## src/rtl/fsm_walk_tracker_pkg.sv

```systemverilog
// Shared types and helpers for the state-walk tracker.
package fsm_walk_pkg;

  typedef enum logic [1:0] {
    IDLE = 2'd0,
    RUN  = 2'd1,
    DONE = 2'd2
  } ctrl_e;

  // Saturating increment of a counter of the given width (width <= 32).
  function automatic logic [31:0] sat_inc(input logic [31:0] value, input int width);
    logic [31:0] max_v;
    max_v = (width >= 32) ? 32'hffff_ffff : ((32'd1 << width) - 32'd1);
    return (value >= max_v) ? max_v : value + 32'd1;
  endfunction

endpackage

```

## src/rtl/fsm_walk_tracker_next.sv

```systemverilog
// Next-state law of the walked vector: gated bit 0, free-running increment above it.
module fsm_walk_next #(
  parameter int SW = 2
) (
  input  logic [SW-1:0] state,
  input  logic          a,
  output logic [SW-1:0] next_state
);

  assign next_state[0]      = ~(a & state[0]);
  assign next_state[SW-1:1] = state[SW-1:1] + (SW-1)'(1);

endmodule

```

## src/rtl/fsm_walk_tracker.sv

```systemverilog
// Walks a state vector from a loaded start point, counting target hits and RUN cycles.
module fsm_walk_tracker
  import fsm_walk_pkg::*;
#(
  parameter int             SW          = 2,
  parameter logic [SW-1:0]  TARGET      = SW'(2),
  parameter int             CW          = 16,
  parameter int             MAX_CYCLES  = 0,
  parameter bit             STOP_ON_HIT = 1'b0
) (
  input  logic          clock,
  input  logic          reset_n,
  input  logic          start,
  input  logic [SW-1:0] init_state,
  input  logic          a,
  output logic [SW-1:0] state,
  output logic [SW-1:0] next_state,
  output logic          hit,
  output logic [CW-1:0] hit_count,
  output logic [CW-1:0] cycle_count,
  output logic [CW-1:0] first_hit_cycle,
  output logic          first_hit_valid,
  output logic          running,
  output logic          done
);

  ctrl_e ctrl, ctrl_nxt;
  logic  load, upd, adv, budget_end;

  fsm_walk_next #(.SW(SW)) u_next (
    .state      (state),
    .a          (a),
    .next_state (next_state)
  );

  assign running    = (ctrl == RUN);
  assign done       = (ctrl == DONE);
  assign hit        = running && (state == TARGET);
  assign budget_end = (MAX_CYCLES != 0) && (cycle_count == CW'(MAX_CYCLES - 1));

  always_ff @(posedge clock or negedge reset_n) begin
    if (!reset_n) ctrl <= IDLE;
    else          ctrl <= ctrl_nxt;
  end

  // load: restart; upd: count this RUN cycle's hit; adv: step state and cycle index.
  always_comb begin
    ctrl_nxt = ctrl;
    load     = 1'b0;
    upd      = 1'b0;
    adv      = 1'b0;
    case (ctrl)
      IDLE, DONE: begin
        if (start) begin
          load     = 1'b1;
          ctrl_nxt = RUN;
        end
      end
      RUN: begin
        if (start) begin
          load = 1'b1;
        end else begin
          upd = 1'b1;
          if (STOP_ON_HIT && hit) ctrl_nxt = DONE;
          else if (budget_end)    ctrl_nxt = DONE;
          else                    adv = 1'b1;
        end
      end
      default: ctrl_nxt = IDLE;
    endcase
  end

  always_ff @(posedge clock or negedge reset_n) begin
    if (!reset_n) begin
      state           <= '0;
      hit_count       <= '0;
      cycle_count     <= '0;
      first_hit_cycle <= '0;
      first_hit_valid <= 1'b0;
    end else if (load) begin
      state           <= init_state;
      hit_count       <= '0;
      cycle_count     <= '0;
      first_hit_cycle <= '0;
      first_hit_valid <= 1'b0;
    end else if (upd) begin
      if (hit) begin
        hit_count <= CW'(sat_inc(32'(hit_count), CW));
        if (!first_hit_valid) begin
          first_hit_cycle <= cycle_count;
          first_hit_valid <= 1'b1;
        end
      end
      // On the stopping edge state and cycle index stay put.
      if (adv) begin
        state       <= next_state;
        cycle_count <= CW'(sat_inc(32'(cycle_count), CW));
      end
    end
  end

endmodule

```

## config.mk

```make
export PLATFORM = sky130hd
export DESIGN_NAME = fsm_walk_tracker
export DESIGN_NICKNAME = d
export VERILOG_FILES = /design/src/rtl/fsm_walk_tracker_pkg.sv /design/src/rtl/fsm_walk_tracker_next.sv /design/src/rtl/fsm_walk_tracker.sv
export SDC_FILE = /design/constraint.sdc
export NUM_CORES = 1
export LEC_CHECK = 0
export CORE_ASPECT_RATIO = 0.8
export CORE_UTILIZATION = 50
export CTS_CLUSTER_SIZE = 20
export DETAILED_ROUTE_END_ITERATION = 10
export PLACE_DENSITY = 0.8
export SLEW_MARGIN = 20
export SYNTH_ARGS = -nofsm -noshare
export SYNTH_HDL_FRONTEND = slang
export SYNTH_SLANG_ARGS = --single-unit
```

## constraint.sdc

```tcl
create_clock -name clock -period 2.13 [get_ports clock]
set_input_delay 0.426 -clock clock [delete_from_list [all_inputs] [get_ports clock]]
set_output_delay 0.426 -clock clock [all_outputs]
set_load 0.005 [all_outputs]
```

# Word level (Yosys, flattened, before mapping)
# Index checks and enable logic that the tools add are counted.
op_classes:
  addsub: 3
  mul: 0
  div: 0
  magnitude_cmp: 2
  n_eq_ne: 5
  n_shift: 0
  mux: 22
  n_bitwise: 3
  n_reduce_logical: 9
ops:
  columns: ["operator", "n"]
  rows:
  - ["$mux W16", 11]
  - ["$add A16 B1 Y16 const B", 2]
  - ["$ge A16 B16 Y1 const B", 2]
  - ["$mux W1", 7]
  - ["$mux W2", 3]
  - ["$eq A2 B2 Y1 const B", 2]
  - ["$pmux W2 S2", 1]
  - ["$reduce_and A2 Y1", 2]
  - ["$reduce_bool A2 Y1", 2]
  - ["$reduce_and A3 Y1", 1]
  - ["$reduce_or A3 Y1", 1]
  - ["$eq A2 B1 Y1 const B", 1]
  - ["$logic_not A2 Y1", 1]
  - ["$ne A2 B1 Y1 const B", 1]
  - ["$ne A2 B2 Y1 const B", 1]
  - ["$not A1 Y1", 2]
  - ["$reduce_or A2 Y1", 1]
  - ["$add A1 B1 Y1 const B", 1]
  - ["$and A1 B1 Y1", 1]
  - ["$logic_and A1 B1 Y1", 1]
word_totals:
  reg_bits: 53
  latch_bits: 0
  ram_bits: 0
  mem_bits_ro: 0
  in_bits: 6
  output_inout_bits: 56
  wordCells: 50
  n_memories: 0

# Depth between registers and ports, before layout
# Gate-level depths: netlist of the first run.
logic_depth:
  ltp_word: 5
  ltp_mapped: 7
  depth_no_buf: 5

# Modules after synthesis
# A second synthesis of the first run with hierarchy kept.
hier_totals:
  hier_cells: 279
  area_unflattened_um2: 2726.4
modules_own_cells:
  columns: ["module", "n_inst", "cells_each", "area_per_inst_um2", "seq_area_each_um2"]
  rows:
  - ["fsm_walk_tracker", 1, 277, 2718.9, 1301.2]
  - ["fsm_walk_next", 1, 2, 7.5, 0.0]

# Worst setup path before layout of the first run
# No wires, ideal clock.
synth_path:
  path_kind: "flip-flop to flip-flop"
  from: "reg cycle_count[0]"
  to: "reg cycle_count[13]"
  setup_ns: 0.094
  arrival_ns: 1.745
  t_required_ns: 2.036
  setup_slack_ns: 0.292
  stages_incl_launch_ff: 7
  path_buffers: 1
  period_less_slack_ns: 1.838
  path_cell_list: "dfrtp_1 > ha_1 > nand4_1 > or4_4 > buf_6 > and2_4 > a221oi_2"
synth_between:
  elab_chain_cells: 4
  elab_cells_between_ends: 5
  classes_between: "1 x add/sub; 1 x order compare; 3 x mux"
synth_rtl:
  columns: ["item", "line", "source"]
  rows:
  - ["start, declared", "fsm_walk_tracker.sv:20", "output logic [CW-1:0] cycle_count,"]
  - ["start signal, assigned", "fsm_walk_tracker.sv:97", "cycle_count <= CW'(sat_inc(32'(cycle_count), CW));"]
  - ["$add A16 B1 Y16 / $ge A16 B16 Y1 (equally long branches)", "fsm_walk_tracker_pkg.sv:14", "return (value >= max_v) ? max_v : value + 32'd1;"]
  - ["$mux W16 (*)", "fsm_walk_tracker_pkg.sv:14", null]
  - ["$mux W16 (*)", "fsm_walk_tracker.sv:86", "end else if (upd) begin"]
  - ["$mux W16 (*)", "fsm_walk_tracker.sv:80", "end else if (load) begin"]
# Mark *: on every way between the ends. The rest lies on a longest branch, timed or not. The select of a mux whose other input is x is not followed.
# A chain may end at the register's enable or synchronous reset.

# Final worst setup path of the first run
layout_path:
  from: "reg state[0]"
  to: "out hit"
layout_between:
  elab_chain_cells: 2
layout_rtl:
  columns: ["item", "line", "source"]
  rows:
  - ["start, declared", "fsm_walk_tracker.sv:16", "output logic [SW-1:0] state,"]
  - ["start signal, assigned", "fsm_walk_tracker.sv:81", "state <= init_state;"]
  - ["start signal, assigned", "fsm_walk_tracker.sv:96", "state <= next_state;"]
  - ["$eq A2 B2 Y1", "fsm_walk_tracker.sv:38", "assign hit = running && (state == TARGET);"]
  - ["$logic_and A1 B1 Y1", "fsm_walk_tracker.sv:38", null]
  - ["end, declared", "fsm_walk_tracker.sv:18", "output logic hit,"]
# No other way between the ends.

==> results of run 1 <==
-- logic make-up (layout without fill, tap and decap cells) --
group | Yosys count | after routing
flip-flops | 52 | 52
buffers and inverters | 30 | 104
other | 1 | 1
AND/OR/NAND/NOR | 98 | 98
XOR/XNOR | 1 | 1
multiplexers | 3 | 3
adder cells (fa/ha/maj) | 2 | 2
AO/OA/AOI/OAI | 71 | 71
-- final timing paths --
| kind | from | end | slack [ps] | cells after the start |
|---|---|---|---|---|
| max reg2reg | hit_count[0]$_DFFE_PN0P_ | hit_count[12]$_DFFE_PN0P_ | 140 | 6 |
| min | reset_n | first_hit_cycle[11]$_DFFE_PN0P_ | 100 | 1 |
| max in group asynchronous | reset_n | first_hit_cycle[0]$_DFFE_PN0P_ | 1380 | 2 |
| max | state[0]$_DFFE_PN0P_ | hit | 90 | 3 |
| min reg2reg | first_hit_cycle[13]$_DFFE_PN0P_ | first_hit_cycle[13]$_DFFE_PN0P_ | 510 | 1 |
| min in group clock | first_hit_cycle[13]$_DFFE_PN0P_ | first_hit_cycle[13]$_DFFE_PN0P_ | 510 | 1 |
-- stage by stage --
stage	std cells	util	total power, mW
6_report	394	0.6894	1.767
5_1_grt	394	0.6894	1.843
4_1_cts	394	0.6894	1.784
3_5_place_dp	386	0.6714	1.214
3_3_place_gp	386	0.6714	1.213
2_1_floorplan	258	-	1.110
-- flip-flops by register name, indices dropped and copies added, names as in the netlist --
register / flops
cycle_count: 16
first_hit_valid: 1
first_hit_cycle: 16
hit_count: 16
state: 2
ctrl: 1
-- worst max-delay path, stage by stage, from the launching register on --
cell and delay [ps]:
dfrtp_1 440, nand3b_1 190, clkinv_1 160, clkdlybuf4s50_1 530
-- layout make-up --
| type | count | area, um2 |
|---|---|---|
| fillers | 386 | 1555 |
| flip-flops and latches | 52 | 1301 |
| multi-input cells | 176 | 1170 |
| repair buffers | 82 | 760.7 |
| clock buffers | 8 | 90.09 |
| well taps | 62 | 77.57 |
| inverters | 14 | 52.55 |
-- power groups by stage --
stage	Sequential, mW	Clock (mW)	Combinational [mW]
after floorplan	1.04	0	0.0696
after global placement	1.04	0	0.173
after detailed placement	1.04	0	0.172
after CTS	1.02	0.588	0.174
after global routing	1.03	0.626	0.190
final	1.02	0.573	0.171
-- layout by cell type (no fill, tap or decap), types with 3 or more instances in the layout --
master / instances
nor4_1: 8
a31oi_1: 8
a22o_1: 15
nand2_1: 8
nand4_1: 5
clkdlybuf4s50_1: 59
nor2_1: 20
nand3_1: 10
o21ai_0: 13
a311oi_1: 3
and3_1: 7
a21oi_1: 6
dfrtp_1: 52
a221oi_2: 4
nor3_1: 17
buf_4: 22
clkbuf_8: 6
inv_1: 13
and2_1: 3
o21bai_1: 4
a211oi_1: 9
-- per-layer routing --
layer,track usage,vias up
met1,0.3700,1125
li1,-,1118
met5,0,-
met3,0.04521,3
met4,0.08405,0
met2,0.4008,82
==> flow_metrics.tcl, run 1 <==
set metrics [dict create \
    wl_met2_um 3040 \
    max_freq_ghz 0.4905 \
    drtAntennaViolNets 0 \
    grt_start_max_net_pins 26 \
    antenna_found_initial 0 \
    diodes 0 \
    synth_top_area_share 0.5010 \
    max-slew-margin-rel 0.5828 \
    synth-simple-area-share 0.2115 \
    nets 339 \
    cp.required_ps 1700 \
    first_pass_iters 5 \
    maxSlewViolCount 0 \
    die_area_mm2 0.005489 \
    post_dp_cell_area_mm2 0.003362 \
    ys_ff_latch 52 \
    clkLatencyLatePin_ps 300 \
    syn_inst 258 \
    post-route-period-util 0.9572 \
    grt_pass1_vias 2164 \
    path_clk_slew_ps 90 \
    pin_count 62 \
    h-tree-depth 2 \
    drc 0 \
    grt_pass1_wl_um 10640 \
    yosysTopAreaCell "dfrtp_1" \
    final_area_mm2 0.003452 \
    clkPwrFrac 0.325 \
    drive_gt1_frac 0.1416 \
    cts_buffer_depth 2 \
    crit_type "register to primary output" \
    die_h_um 66.47 \
    power.density_mw_per_mm2 511.9 \
    top_layer "met4" \
    rsz0062_at_grt "false" \
    dr.first_iter.drc_count 149 \
    worst_pin_slew_ps 620.1 \
    seq_power_share 0.579 \
    syn-num-nets 266 \
    cts_setup_buffers 0 \
    vias 2328 \
    status "complete, no violations" \
    dieWidth_um 82.59 \
    cts-root-buf "clkbuf_8" \
    power.internal_mw 1.346 \
    muxShareOfSynthArea 0.01204 \
    cp_max_fo 6 \
    yosysMostFrequentCell "dfrtp_1" \
    holdWs_ps 101.3 \
    synth_area_leaders "dfrtp_1, a22o_1, nor3_1, nor2_1, a211oi_1" \
    ys_seq_area_frac 0.5010 \
    core.rowCount 23 \
    synth_edf_count 0 \
    wl_met3_um 395 \
    gp_congestion 0.8872 \
    grt_use_total 0.2598 \
    worst_clock_skew_ps 5.515 \
    dp_slack_ps 210.3 \
    finalSetupTns_ps 0 \
    m1WireLength_um 2963 \
    cts_tree "done" \
    hold_path.class "input pin to asynchronous set/reset pin" \
    synth_compound_area_frac 0.2105 \
    dp_hpwl_um 4561 \
    cts.sinks 52 \
    hold_viol_final 0 \
    overflow 0 \
    ctsHoldBuffers 0 \
    switching_power_uw 420.8 \
    cts-resized-gates 0 \
    areaGrowthSynthToFinish_pct 32.90 \
    core_mm2 0.005007 \
    synthAdderAreaFrac 0.009634 \
    port_buffers 60 \
    ys_warn_count 0 \
    timing.final.ws_setup_ps 91.06 \
    synth-xor-area-share 0.003372 \
    routed_via_density 5.909 \
    ir_drop_uv 391.3 \
    synth_top_family_by_area "simple AND/OR/NAND/NOR gates" \
    min_period_ps 2039 \
    synth_cell_types 52 \
    routedWlPerCell_um 16.30 \
    cp-start-kind "register" \
    finalSetupViolations 0 \
    synth_commonest_cells "dfrtp_1, nor2_1, nor3_1" \
    maxCapViolations 0 \
    async_flop_share 1.000 \
    cts_buffers 5 \
    critPathCaptureType "primary output" \
    totalWireLength_um 6421 \
    avgSynthCellArea_um2 10.07 \
    switching_share 0.2381 \
    syn_area_mm2 0.002597 \
    ys.flop_type "dfrtp_1" \
    cp.arrival_ps 1610 \
    leakagePower_nw 1.397 \
    power_frac_comb 0.097 \
    start_util 0.5187 \
]
(Power assumes the default switching activity.)
==> run 2: changes to the inputs <==
Settings changed: CORE_UTILIZATION 50 to 51, CTS_BUF_LIST set to sky130_fd_sc_hd__clkbuf_8, GPL_ROUTABILITY_DRIVEN set to 1, PLACE_DENSITY 0.8 to 0.82.
==> flow_metrics.tcl, run 2 (synthesis results as in run 1) <==
set metrics [dict create \
    totalWireLength_um 6334 \
    top_regs "cycle_count x16, first_hit_cycle x16, hit_count x16" \
    ff2ff_path_depth 5 \
    max_stage_delay_ps 520 \
    routed_via_density 5.936 \
    cp.arrival_ps 1600 \
    areaGrowthSynthToFinish_pct 33.33 \
    cts-resized-gates 0 \
    h-tree-depth 2 \
    path_clk_slew_ps 90 \
    grt_pass1_vias 2184 \
    antenna_found_initial 0 \
    crit_slowest_cell "clkdlybuf4s50_1" \
    cp-start-kind "register" \
    start_util 0.5486 \
    drive_gt1_frac 0.1541 \
    finalSetupViolations 0 \
    cts.sinks 52 \
    drtAntennaViolNets 0 \
    dieWidth_um 81.79 \
    cp_top_family "buffers and inverters" \
    grt_use_total 0.2609 \
    rrSetupSlack_ps 140 \
    layout_commonest_cell "clkdlybuf4s50_1" \
    min_period_ps 2026 \
    maxSlewViolCount 0 \
    cts_buffers 5 \
    routedWlPerCell_um 16.20 \
    core.rowCount 22 \
    critPathBufInv 2 \
    overflow 0 \
    vias 2321 \
    worst_clock_skew_ps 8.129 \
    mostFrequentLayoutCells "clkdlybuf4s50_1, dfrtp_1, buf_4, nor2_1, nor3_1" \
    gp_congestion 0.8789 \
    leakagePower_nw 1.405 \
    max-slew-margin-rel 0.5629 \
    grt_start_max_net_pins 53 \
    cts_setup_buffers 0 \
    post-route-period-util 0.9511 \
    maxCapViolations 0 \
    dp_hpwl_um 4353 \
    diodes 0 \
    hold_path.class "input pin to asynchronous set/reset pin" \
    worst_pin_slew_ps 655.6 \
    die_area_mm2 0.005384 \
    drc 0 \
    hold_viol_final 0 \
    dr.first_iter.drc_count 161 \
    pin_count 62 \
    max_freq_ghz 0.4936 \
    rsz0062_at_grt "false" \
    status "complete, no violations" \
    grt_pass1_wl_um 10620 \
    ctsHoldBuffers 0 \
    finalSetupTns_ps 0 \
    cts-root-buf "clkbuf_8" \
    utilization 0.7315 \
    first_pass_iters 4 \
    cts_buffer_depth 2 \
    r2r_start "cycle_count[1]$_DFFE_PN0P_" \
    cp_max_fo 5 \
    cts_tree "done" \
    worst_r2r_endpoint "cycle_count[5]$_DFFE_PN0P_" \
    ir_drop_uv 541.6 \
    crit_type "register to primary output" \
    port_buffers 60 \
    clkLatencyLatePin_ps 300 \
    power.density_mw_per_mm2 518.5 \
    core_mm2 0.004735 \
    nets 339 \
    critPathCaptureType "primary output" \
    cp.required_ps 1700 \
    cp_cell_sequence "nand3b_1 > inv_2 > clkdlybuf4s50_1" \
    die_h_um 65.83 \
]
run 2: metrics by stage:
step           setup slack [ps]  area (um2)  total power, mW  std cells  hold WS, ps
2_1_floorplan             291.7        2597            1.110        258        130.4
3_3_place_gp              307.9        3359            1.211        384        479.4
3_5_place_dp              190.1        3359            1.215        384        490.4
4_1_cts                   41.32        3456            1.800        391        253.4
5_1_grt                   15.55        3463            1.867        391        303.5
6_report                  104.1        3463            1.796        391        229.4
run 2: worst max path at each step:
stage	endpoint	from	depth (start not counted)	slack (ps)
2_1_floorplan	cycle_count[13]$_DFFE_PN0P_	cycle_count[0]$_DFFE_PN0P_	6	290
6_report	hit	state[0]$_DFFE_PN0P_	3	100
3_5_place_dp	cycle_count[5]$_DFFE_PN0P_	cycle_count[1]$_DFFE_PN0P_	5	190
5_1_grt	hit	state[0]$_DFFE_PN0P_	3	20
4_1_cts	hit	ctrl[0]$_DFFE_PN0P_	3	40
3_3_place_gp	next_state[0]	a	3	310
run 2: layout make-up:
| class | count | area [um2] |
|---|---|---|
| Tap cell | 60 | 75.07 |
| Clock buffer | 7 | 96.34 |
| Fill cell | 343 | 1271 |
| Sequential cell | 52 | 1303 |
| Inverter | 14 | 52.55 |
| Timing Repair Buffer | 82 | 760.7 |
| Multi-Input combinational cell | 176 | 1176 |
run 2: power by group:
part | leakage (nW) | switching, mW | internal, mW | total, mW
combinational | 0.643 | 0.0967 | 0.0772 | 0.174
clock | 0.0503 | 0.309 | 0.290 | 0.599
sequential | 0.711 | 0.0205 | 1.00 | 1.02
total | 1.41 | 0.426 | 1.37 | 1.80
run 2: worst register-to-register path, stage by stage (launching register included):
cell and delay [ps]:
dfrtp_1 460, ha_1 280, nand4_1 160, or4_4 510, and2_4 220, a221oi_2 260
run 2: per-layer routing:
layer	share of wire	global-route usage
met2	0.44	0.3771
met1	0.48	0.3857
met5	0	0
met3	0.068	0.05793
met4	0.014	0.08553
